File: src/rtl/wb_master_bridge.sv
// Single-outstanding Wishbone classic initiator fed by valid/ready command and response channels.
// Define WB_MASTER_TIMEOUT_EN to abort bus cycles that see no ack within TIMEOUT cycles.
module wb_master_bridge #(
    parameter int AW      = 32,
    parameter int DW      = 32,
    parameter int TIMEOUT = 255
) (
    input  logic            clk,
    input  logic            rst,
    input  logic            cmd_valid,
    output logic            cmd_ready,
    input  logic            cmd_we,
    input  logic [AW-1:0]   cmd_addr,
    input  logic [DW-1:0]   cmd_wdat,
    input  logic [DW/8-1:0] cmd_sel,
    output logic            rsp_valid,
    input  logic            rsp_ready,
    output logic [DW-1:0]   rsp_rdat,
    output logic            rsp_err,
    output logic            o_wb_cyc,
    output logic            o_wb_stb,
    output logic            o_wb_we,
    output logic [AW-1:0]   o_wb_adr,
    output logic [DW-1:0]   o_wb_dat,
    output logic [DW/8-1:0] o_wb_sel,
    input  logic [DW-1:0]   i_wb_rdt,
    input  logic            i_wb_ack,
    output logic            busy
);

    localparam int SW = DW / 8;

    localparam logic [1:0] S_IDLE = 2'd0;
    localparam logic [1:0] S_BUS  = 2'd1;
    localparam logic [1:0] S_RESP = 2'd2;

    logic [1:0]    state_q, state_d;
    logic          cyc_q, cyc_d;
    logic          we_q, we_d;
    logic [AW-1:0] adr_q, adr_d;
    logic [DW-1:0] dat_q, dat_d;
    logic [SW-1:0] sel_q, sel_d;
    logic          rsp_valid_q, rsp_valid_d;
    logic [DW-1:0] rsp_rdat_q, rsp_rdat_d;
    logic          busy_q, busy_d;

`ifdef WB_MASTER_TIMEOUT_EN
    localparam int            CW       = $clog2(TIMEOUT + 1);
    localparam logic [CW-1:0] CNT_LAST = CW'(TIMEOUT - 1);

    logic [CW-1:0] cnt_q, cnt_d;
    logic          rsp_err_q, rsp_err_d;
`else
    // TIMEOUT has no effect when the abort counter is not built.
    localparam int unused_timeout = TIMEOUT;
`endif

    always_comb begin
        // NOTE: every _d starts from its _q so no path through the case leaves one unassigned (no latches).
        state_d     = state_q;
        cyc_d       = cyc_q;
        we_d        = we_q;
        adr_d       = adr_q;
        dat_d       = dat_q;
        sel_d       = sel_q;
        rsp_valid_d = rsp_valid_q;
        rsp_rdat_d  = rsp_rdat_q;
`ifdef WB_MASTER_TIMEOUT_EN
        cnt_d       = cnt_q;
        rsp_err_d   = rsp_err_q;
`endif

        case (state_q)
            S_IDLE: begin
                if (cmd_valid) begin
                    we_d    = cmd_we;
                    adr_d   = cmd_addr;
                    dat_d   = cmd_wdat;
                    sel_d   = cmd_sel;
                    cyc_d   = 1'b1;
                    state_d = S_BUS;
`ifdef WB_MASTER_TIMEOUT_EN
                    cnt_d   = '0;
`endif
                end
            end
            S_BUS: begin
                // Dropping cyc on the ack edge keeps a lingering ack from starting a second cycle.
                if (i_wb_ack) begin
                    cyc_d       = 1'b0;
                    rsp_valid_d = 1'b1;
                    rsp_rdat_d  = we_q ? '0 : i_wb_rdt;
                    state_d     = S_RESP;
`ifdef WB_MASTER_TIMEOUT_EN
                    rsp_err_d   = 1'b0;
                end else if (cnt_q == CNT_LAST) begin
                    cyc_d       = 1'b0;
                    rsp_valid_d = 1'b1;
                    rsp_rdat_d  = '0;
                    rsp_err_d   = 1'b1;
                    state_d     = S_RESP;
                end else begin
                    cnt_d       = cnt_q + 1'b1;
`endif
                end
            end
            S_RESP: begin
                if (rsp_ready) begin
                    rsp_valid_d = 1'b0;
                    rsp_rdat_d  = '0;
                    state_d     = S_IDLE;
                end
            end
            default: state_d = S_IDLE;
        endcase

        busy_d = (state_d != S_IDLE);
    end

    always_ff @(posedge clk) begin
        // NOTE: non-blocking assignments only, so every flop samples the pre-edge value of every other.
        if (rst) begin
            // NOTE: the bus-side registers are reset too because every output must read 0 out of reset.
            state_q     <= S_IDLE;
            cyc_q       <= 1'b0;
            we_q        <= 1'b0;
            adr_q       <= '0;
            dat_q       <= '0;
            sel_q       <= '0;
            rsp_valid_q <= 1'b0;
            rsp_rdat_q  <= '0;
            busy_q      <= 1'b0;
`ifdef WB_MASTER_TIMEOUT_EN
            cnt_q       <= '0;
            rsp_err_q   <= 1'b0;
`endif
        end else begin
            state_q     <= state_d;
            cyc_q       <= cyc_d;
            we_q        <= we_d;
            adr_q       <= adr_d;
            dat_q       <= dat_d;
            sel_q       <= sel_d;
            rsp_valid_q <= rsp_valid_d;
            rsp_rdat_q  <= rsp_rdat_d;
            busy_q      <= busy_d;
`ifdef WB_MASTER_TIMEOUT_EN
            cnt_q       <= cnt_d;
            rsp_err_q   <= rsp_err_d;
`endif
        end
    end

    assign cmd_ready = (state_q == S_IDLE);
    assign o_wb_cyc  = cyc_q;
    assign o_wb_stb  = cyc_q;
    assign o_wb_we   = we_q;
    assign o_wb_adr  = adr_q;
    assign o_wb_dat  = dat_q;
    assign o_wb_sel  = sel_q;
    assign rsp_valid = rsp_valid_q;
    assign rsp_rdat  = rsp_rdat_q;
    assign busy      = busy_q;
`ifdef WB_MASTER_TIMEOUT_EN
    assign rsp_err   = rsp_err_q;
`else
    assign rsp_err   = 1'b0;
`endif

endmodule

File: config.mk
export PLATFORM = sky130hd
export DESIGN_NAME = wb_master_bridge
export DESIGN_NICKNAME = d
export VERILOG_FILES = /design/src/rtl/wb_master_bridge.sv
export SDC_FILE = /design/constraint.sdc
export NUM_CORES = 1
export LEC_CHECK = 0
export BUFFER_PORTS_ARGS = -buffer_cell sky130_fd_sc_hd__buf_4
export CAP_MARGIN = 15
export CORE_UTILIZATION = 39
export CTS_CLUSTER_DIAMETER = 50
export DETAILED_ROUTE_END_ITERATION = 7
export PLACE_DENSITY = 0.79
export SLEW_MARGIN = 20
export SYNTH_ARGS = -nofsm -noshare
export SYNTH_HDL_FRONTEND = slang
export SYNTH_SLANG_ARGS = --single-unit
export TNS_END_PERCENT = 1
File: constraint.sdc
create_clock -name clk -period 1.5 [get_ports clk]
set_input_delay 0.225 -clock clk [delete_from_list [all_inputs] [get_ports clk]]
set_output_delay 0.225 -clock clk [all_outputs]
set_load 0.02 [all_outputs]
==> results of run 1 <==
==> kinds of logic after synthesis <==
family,after synthesis,synth area share [%]
AOI/OAI and AO/OA,110,18.7
other,1,0.104
and+or+nand+nor,154,17.1
DFF,106,58.6
buffers and inverters,35,5.29
muxes,1,0.276
==> per-layer routing <==
layer / wire length, um / global-route usage (%) / up-vias
li1: - / - / 1742
met1: 3890 / 24.6 / 1603
met2: 4820 / 33.4 / 143
met3: 800 / 5.30 / 24
met4: 255 / 8.96 / 0
met5: 0 / 0 / -
==> cell type report <==
class	count	area, um^2	area share (%)
inverters	2	7.51	0.136
flip-flops and latches	106	2120	38.5
well taps	108	135	2.45
repair buffers	222	1720	31.2
clock buffers	9	124	2.25
multi-input cells	266	1320	23.9
clock inverters	7	85.1	1.55
==> registers in the layout (all words and copies together), names as in the netlist <==
register and cells:
busy 1, o_wb_adr 32, o_wb_cyc 1, o_wb_dat 32, o_wb_sel 4, o_wb_we 1
rsp_rdat 32, rsp_valid 1, state_q 2
==> layout by cell type, fill, tap and decap left out <==
master      Yosys  routed
nor2b_1         3       3
o21ai_0         2       2
inv_1           2       2
nor3_2          1       1
nor3b_4         0       1
clkinvlp_4      0       2
buf_12          0       4
a22o_1         31      31
o211a_1         1       1
nor2_1          4       4
or2_2           1       1
nor3_1          1       1
bufinv_16       0       1
inv_6           0       1
clkbuf_8        0       9
a21oi_1        74      74
nand2_1       140     140
o21bai_1        2       2
conb_1          1       1
nand3b_1        1       1
dfxtp_1       106     106
buf_4           4     218
inv_8           0       2
mux2i_1         1       1
clkinv_4        0       1
or3b_2          1       2
==> per-stage QoR <==
stage	cell area (um^2)	instances	hold slack (ps)
finish	5510	720	68.1
global route	5510	720	50.0
CTS	5510	720	53.9
detailed placement	5300	704	440
global placement	5300	704	437
floorplan	3620	407	350
==> synth_stat cells (3+ instances only) <==
cell and n:
dfxtp_1 106, nor2_1 4, buf_2 18, nor2b_1 3
a22o_1 31, buf_6 3, nand2_1 140, buf_4 4
a21oi_1 74, clkbuf_1 8
==> path summary, 6_finish.rpt <==
check                             from                        end  slack [ps]  depth (start not counted)
max reg2reg      state_q[1]$_SDFF_PP0_   o_wb_dat[2]$_SDFFE_PP0P_          70                          4
min reg2reg  o_wb_dat[12]$_SDFFE_PP0P_  o_wb_dat[12]$_SDFFE_PP0P_         460                          2
max              state_q[1]$_SDFF_PP0_   o_wb_dat[2]$_SDFFE_PP0P_          70                          4
min                       i_wb_rdt[12]  rsp_rdat[12]$_SDFFE_PP0P_          70                          2
==> power by group through the flow <==
stage | Sequential, mW | Combinational (mW) | Clock [mW]
global route | 3.09 | 1.20 | 1.99
floorplan | 3.31 | 0.362 | 0
detailed placement | 3.13 | 1.11 | 0
finish | 3.06 | 1.11 | 1.80
CTS | 3.07 | 1.12 | 1.86
global placement | 3.12 | 1.09 | 0
==> worst max-delay path, stage by stage (launching register included) <==
cell and delay [ps]:
dfxtp_1 380, or3b_2 520, buf_4 240, nand2_1 100
a21oi_1 60
==> results.yml, run 1 <==
run:
  max_cap_viol_count: 0
synthesis:
  seq_area_frac_synth_pct: 58.6
  synth.net_count: 513
  yosysTopAreaCell: "dfxtp_1"
  async_flop_share_pct: 0
  synth_top_area_share_pct: 58.6
  synth_seq_cells: 106
  synth_edf_count: 0
  yosys_most_used_dff: "dfxtp_1"
  synth_area_um2: 3620
  ys_types: 23
  yosysWarnings: 0
  synthTopCellsByArea: "dfxtp_1 59%, nand2_1 15%, a21oi_1 10%"
  avgSynthCellArea_um2: 8.90
  synthCells: 407
sta:
  layout_setup_ws_ps: 73.1
  setup_tns_ps: 0
  fmax_mhz: 701
  rsz0062_at_grt: "no"
  hold_viol: 0
  fin_crit_sh_pct: 95.1
  setup_violations: 0
  tightestPinTransition_ps: 531
  fin_crit_ps: 1430
  skew_ps: 14.7
  slew_violations: 0
  max_slew_margin_pct: 64.6
routing:
  routed_wl_um: 9770
  first_iter_violations: 115
  antenna_left: 0
  drc: 17
  post_drt_via_cell_ratio: 4.88
  vias: 3512
  wl_per_cell_um: 13.6
  dr.pass1.iters: 8
setup_path:
  worst_ep_required_time_ps: 1720
  crit_path_end_kind: "flop"
  cp.arrival_ps: 1650
  cp_max_fo: 23
  path_class: "reg2reg"
  critPathLaunchType: "flop"
floorplanning:
  die_area_um2: 9680
  fp-row-count: 34
  start_util_pct: 40.9
  die_y_um: 98.4
  core_area_um2: 8850
  fp.dieW_um: 98.4
  io_pins: 213
pwr:
  power.internal_mw: 4.31
  p_clk_share_pct: 30.2
  power.leakage_nw: 2.56
  p_seq_share_pct: 51.3
  swShare_pct: 27.9
  power.total_mw: 5.97
  power_density_nw_per_um2: 1080
  irDropWorstVdd_uv: 576
  comb_power_share_pct: 18.5
  p_sw_mw: 1.66
grt:
  grt_pass1_wl_um: 15700
  grt_max_degree: 53
  antenna_found_initial: 0
  grt.overflow.total: 0
  grt_pass1_vias: 3336
  grt_usage_pct: 20.1
finish:
  fillers: 774
  drive_above_1_share_pct: 39.7
  final_core_util_pct: 62.2
  area_growth_pct: 52.0
  num-nets-final: 713
  diodes: 0
clocking:
  cts_sinks: 106
  cts-root-buf: "clkbuf_8"
  cts_hold_buf: 0
  cts_setup_buffers: 0
  cts_max_level: 3
  cts_buffer_depth: 2
  cts_tree: "built"
  clk_pin_slew_ps: 110
  cts-resized-gates: 0
  clk_latency_ps: 360
  cts_buffers: 9
outcome:
  failed_checks: "DRC"
  outcome: "complete, but fails checks"
placed_design:
  gp_congestion: 0.779
  io_buffers: 211
  dp_slack_ps: 88.4
  dp_hpwl_um: 7110
min_path:
  hp-class: "in2reg"
No activity file was read; power rests on OpenSTA's default activity.
==> run 2, diff against run 1 <==
Settings changed: ABC_AREA from default to 1, CORE_UTILIZATION 39 to 40, CTS_CLUSTER_SIZE from default to 10.
==> run 2 against run 1 <==
Against the previous run: the run now ends clean; via count increased by 14%; wire length up 15%; register-to-register slack better by 110 ps; combinational power is 25% higher; critical path type unchanged; highest routed layer unchanged.
==> results.yml, run 2 <==
grt:
  grt_max_degree: 73
  antenna_found_initial: 0
  grt_pass1_wl_um: 17700
  grt_usage_pct: 22.2
  grt.overflow.total: 0
  grt_pass1_vias: 3691
floorplanning:
  core_area_um2: 9240
  die_area_um2: 9940
  start_util_pct: 41.3
  die_y_um: 99.7
  fp-row-count: 35
  fp.dieW_um: 99.7
  io_pins: 213
setup_path:
  critPathLaunchType: "flop"
  path_common_cell: "nor2_1"
  worst_path_largest_cell_delay_ps: 370
  crit_path_end_kind: "flop"
  rr_worst_depth: 6
  path_cells: "nor2_2 -> nand2_2 -> inv_4 -> buf_12 -> nor2_1 -> nor2_1"
  worst_path_dominant_cell_family: "simple AND/OR/NAND/NOR gates"
  cp_max_fo: 43
  critical_path_buf_inv_count: 2
  path_class: "reg2reg"
  cp_num_cells: 6
  cp.arrival_ps: 1600
  cp_slowest_cell: "dfxtp_1"
  worst_ep_required_time_ps: 1780
sta:
  setup_tns_ps: 0
  hold_viol: 0
  layout_setup_ws_ps: 180
  rsz0062_at_grt: "no"
  fmax_mhz: 757
  setup_violations: 0
  fin_crit_sh_pct: 88.0
  slew_violations: 0
  fin_crit_ps: 1320
  skew_ps: 15.7
placed_design:
  place_area_um2: 5520
  dp_hpwl_um: 7960
  io_buffers: 211
  gp_congestion: 0.798
  dp_slack_ps: 139
synthesis:
  synth_edf_count: 0
  synth_top_area_share_pct: 55.6
  synth_area_um2: 3820
  ys_types: 17
  yosys_most_used_dff: "dfxtp_1"
  synth_seq_cells: 106
  async_flop_share_pct: 0
  yosysTopAreaCell: "dfxtp_1"
  yosysWarnings: 0
  seq_area_frac_synth_pct: 55.6
  synthTopCellsByArea: "dfxtp_1 56%, nor2_1 14%, o21ai_0 9.2%"
  synth_commonest_cells: "144 x nor2_1, 106 x dfxtp_1, 70 x o21ai_0"
  yosysMostFrequentCell: "nor2_1"
  synthCells: 480
  synth.net_count: 586
  avgSynthCellArea_um2: 7.96
min_path:
  hp-class: "in2reg"
  min_delay_path_depth: 3
pwr:
  power_density_nw_per_um2: 1070
  irDropWorstVdd_uv: 556
  power.leakage_nw: 2.59
clocking:
  clk_latency_ps: 360
  cts_buffer_depth: 2
  cts-resized-gates: 0
  cts-root-buf: "clkbuf_8"
  cts_hold_buf: 0
  cts_sinks: 106
  cts_setup_buffers: 0
  cts_max_level: 3
  cts_tree: "built"
  clk_pin_slew_ps: 110
  cts_buffers: 9
finish:
  num-nets-final: 779
  final_cell_mix: "221 x buf_4, 143 x nor2_1, 106 x dfxtp_1"
  layout_commonest_cell: "buf_4"
  fillers: 814
  fin_area_um2: 5700
  drive_above_1_share_pct: 36.0
  area_growth_pct: 49.1
  diodes: 0
routing:
  post_drt_via_cell_ratio: 4.97
  antenna_left: 0
  first_iter_violations: 121
  vias: 4012
  dr.pass1.iters: 4
  wl_per_cell_um: 13.9
  drc: 0
  routed_wl_um: 11200
outcome:
  outcome: "complete, no violations"
run:
  max_cap_viol_count: 0
[run 2: changes by cell type after synthesis, sizes merged, moves of 3 or more]
| cell | previous run | this run |
|---|---|---|
| nand2 | 140 | 9 |
| inv | 2 | 7 |
| nand3 | 0 | 34 |
| o21ai | 2 | 70 |
| nor2b | 3 | 0 |
| clkbuf | 8 | 23 |
| a22o | 31 | 0 |
| a21oi | 74 | 34 |
| buf | 25 | 20 |
| nor2 | 4 | 145 |
| nand4 | 0 | 31 |
[run 2: kinds of logic after synthesis]
group	after synthesis	share of synthesized area [%]
AOI/OAI and AO/OA	104	13.6
buffers and inverters	50	5.90
DFF	106	55.6
other	1	0.0982
and+or+nand+nor	219	24.8
[run 2: cell type report]
type | instances | area, um^2 | area share [%]
inverters | 7 | 28.8 | 0.505
clock buffers | 10 | 128 | 2.24
flip-flops and latches | 106 | 2120 | 37.3
well taps | 129 | 161 | 2.83
multi-input cells | 324 | 1470 | 25.9
repair buffers | 225 | 1740 | 30.5
clock inverters | 6 | 42.5 | 0.747
[run 2: metrics by stage]
step	hold slack (ps)	utilization, %	std cells	power, mW
detailed placement	471	59.8	791	4.60
CTS	92.0	61.6	807	6.16
floorplan	390	-	480	3.91
global placement	464	59.8	791	4.56
finish	108	61.6	807	6.10
global route	112	61.6	807	6.43
[run 2: power by group]
group	switching, mW	leakage (nW)	internal [mW]	total (mW)
combinational	0.767	1.64	0.622	1.39
sequential	0.119	0.873	3.02	3.14
clock	0.958	0.0827	0.609	1.57
total	1.85	2.59	4.26	6.10
[run 2: worst reg2reg max path: stages, from the launching register on]
cell and delay [ps]:
dfxtp_1 370, nor2_2 180, nand2_2 130, inv_4 160
buf_12 230, nor2_1 80, nor2_1 120
[run 2: final timing paths]
path | start | slack [ps] | endpoint
max | state_q[1]$_SDFF_PP0_ | 180 | o_wb_adr[28]$_SDFFE_PP0P_
min | cmd_wdat[26] | 110 | o_wb_dat[26]$_SDFFE_PP0P_
max reg2reg | state_q[1]$_SDFF_PP0_ | 180 | o_wb_adr[28]$_SDFFE_PP0P_
min reg2reg | rsp_valid$_SDFFE_PP0P_ | 490 | rsp_valid$_SDFFE_PP0P_
[run 2: layer usage]
layer | global-route usage, % | up-vias | routed length, um
li1 | - | 1991 | -
met1 | 26.6 | 1798 | 4500
met2 | 36.8 | 198 | 5320
met3 | 7.73 | 25 | 1130
met4 | 8.26 | 0 | 257
met5 | 0 | - | 0
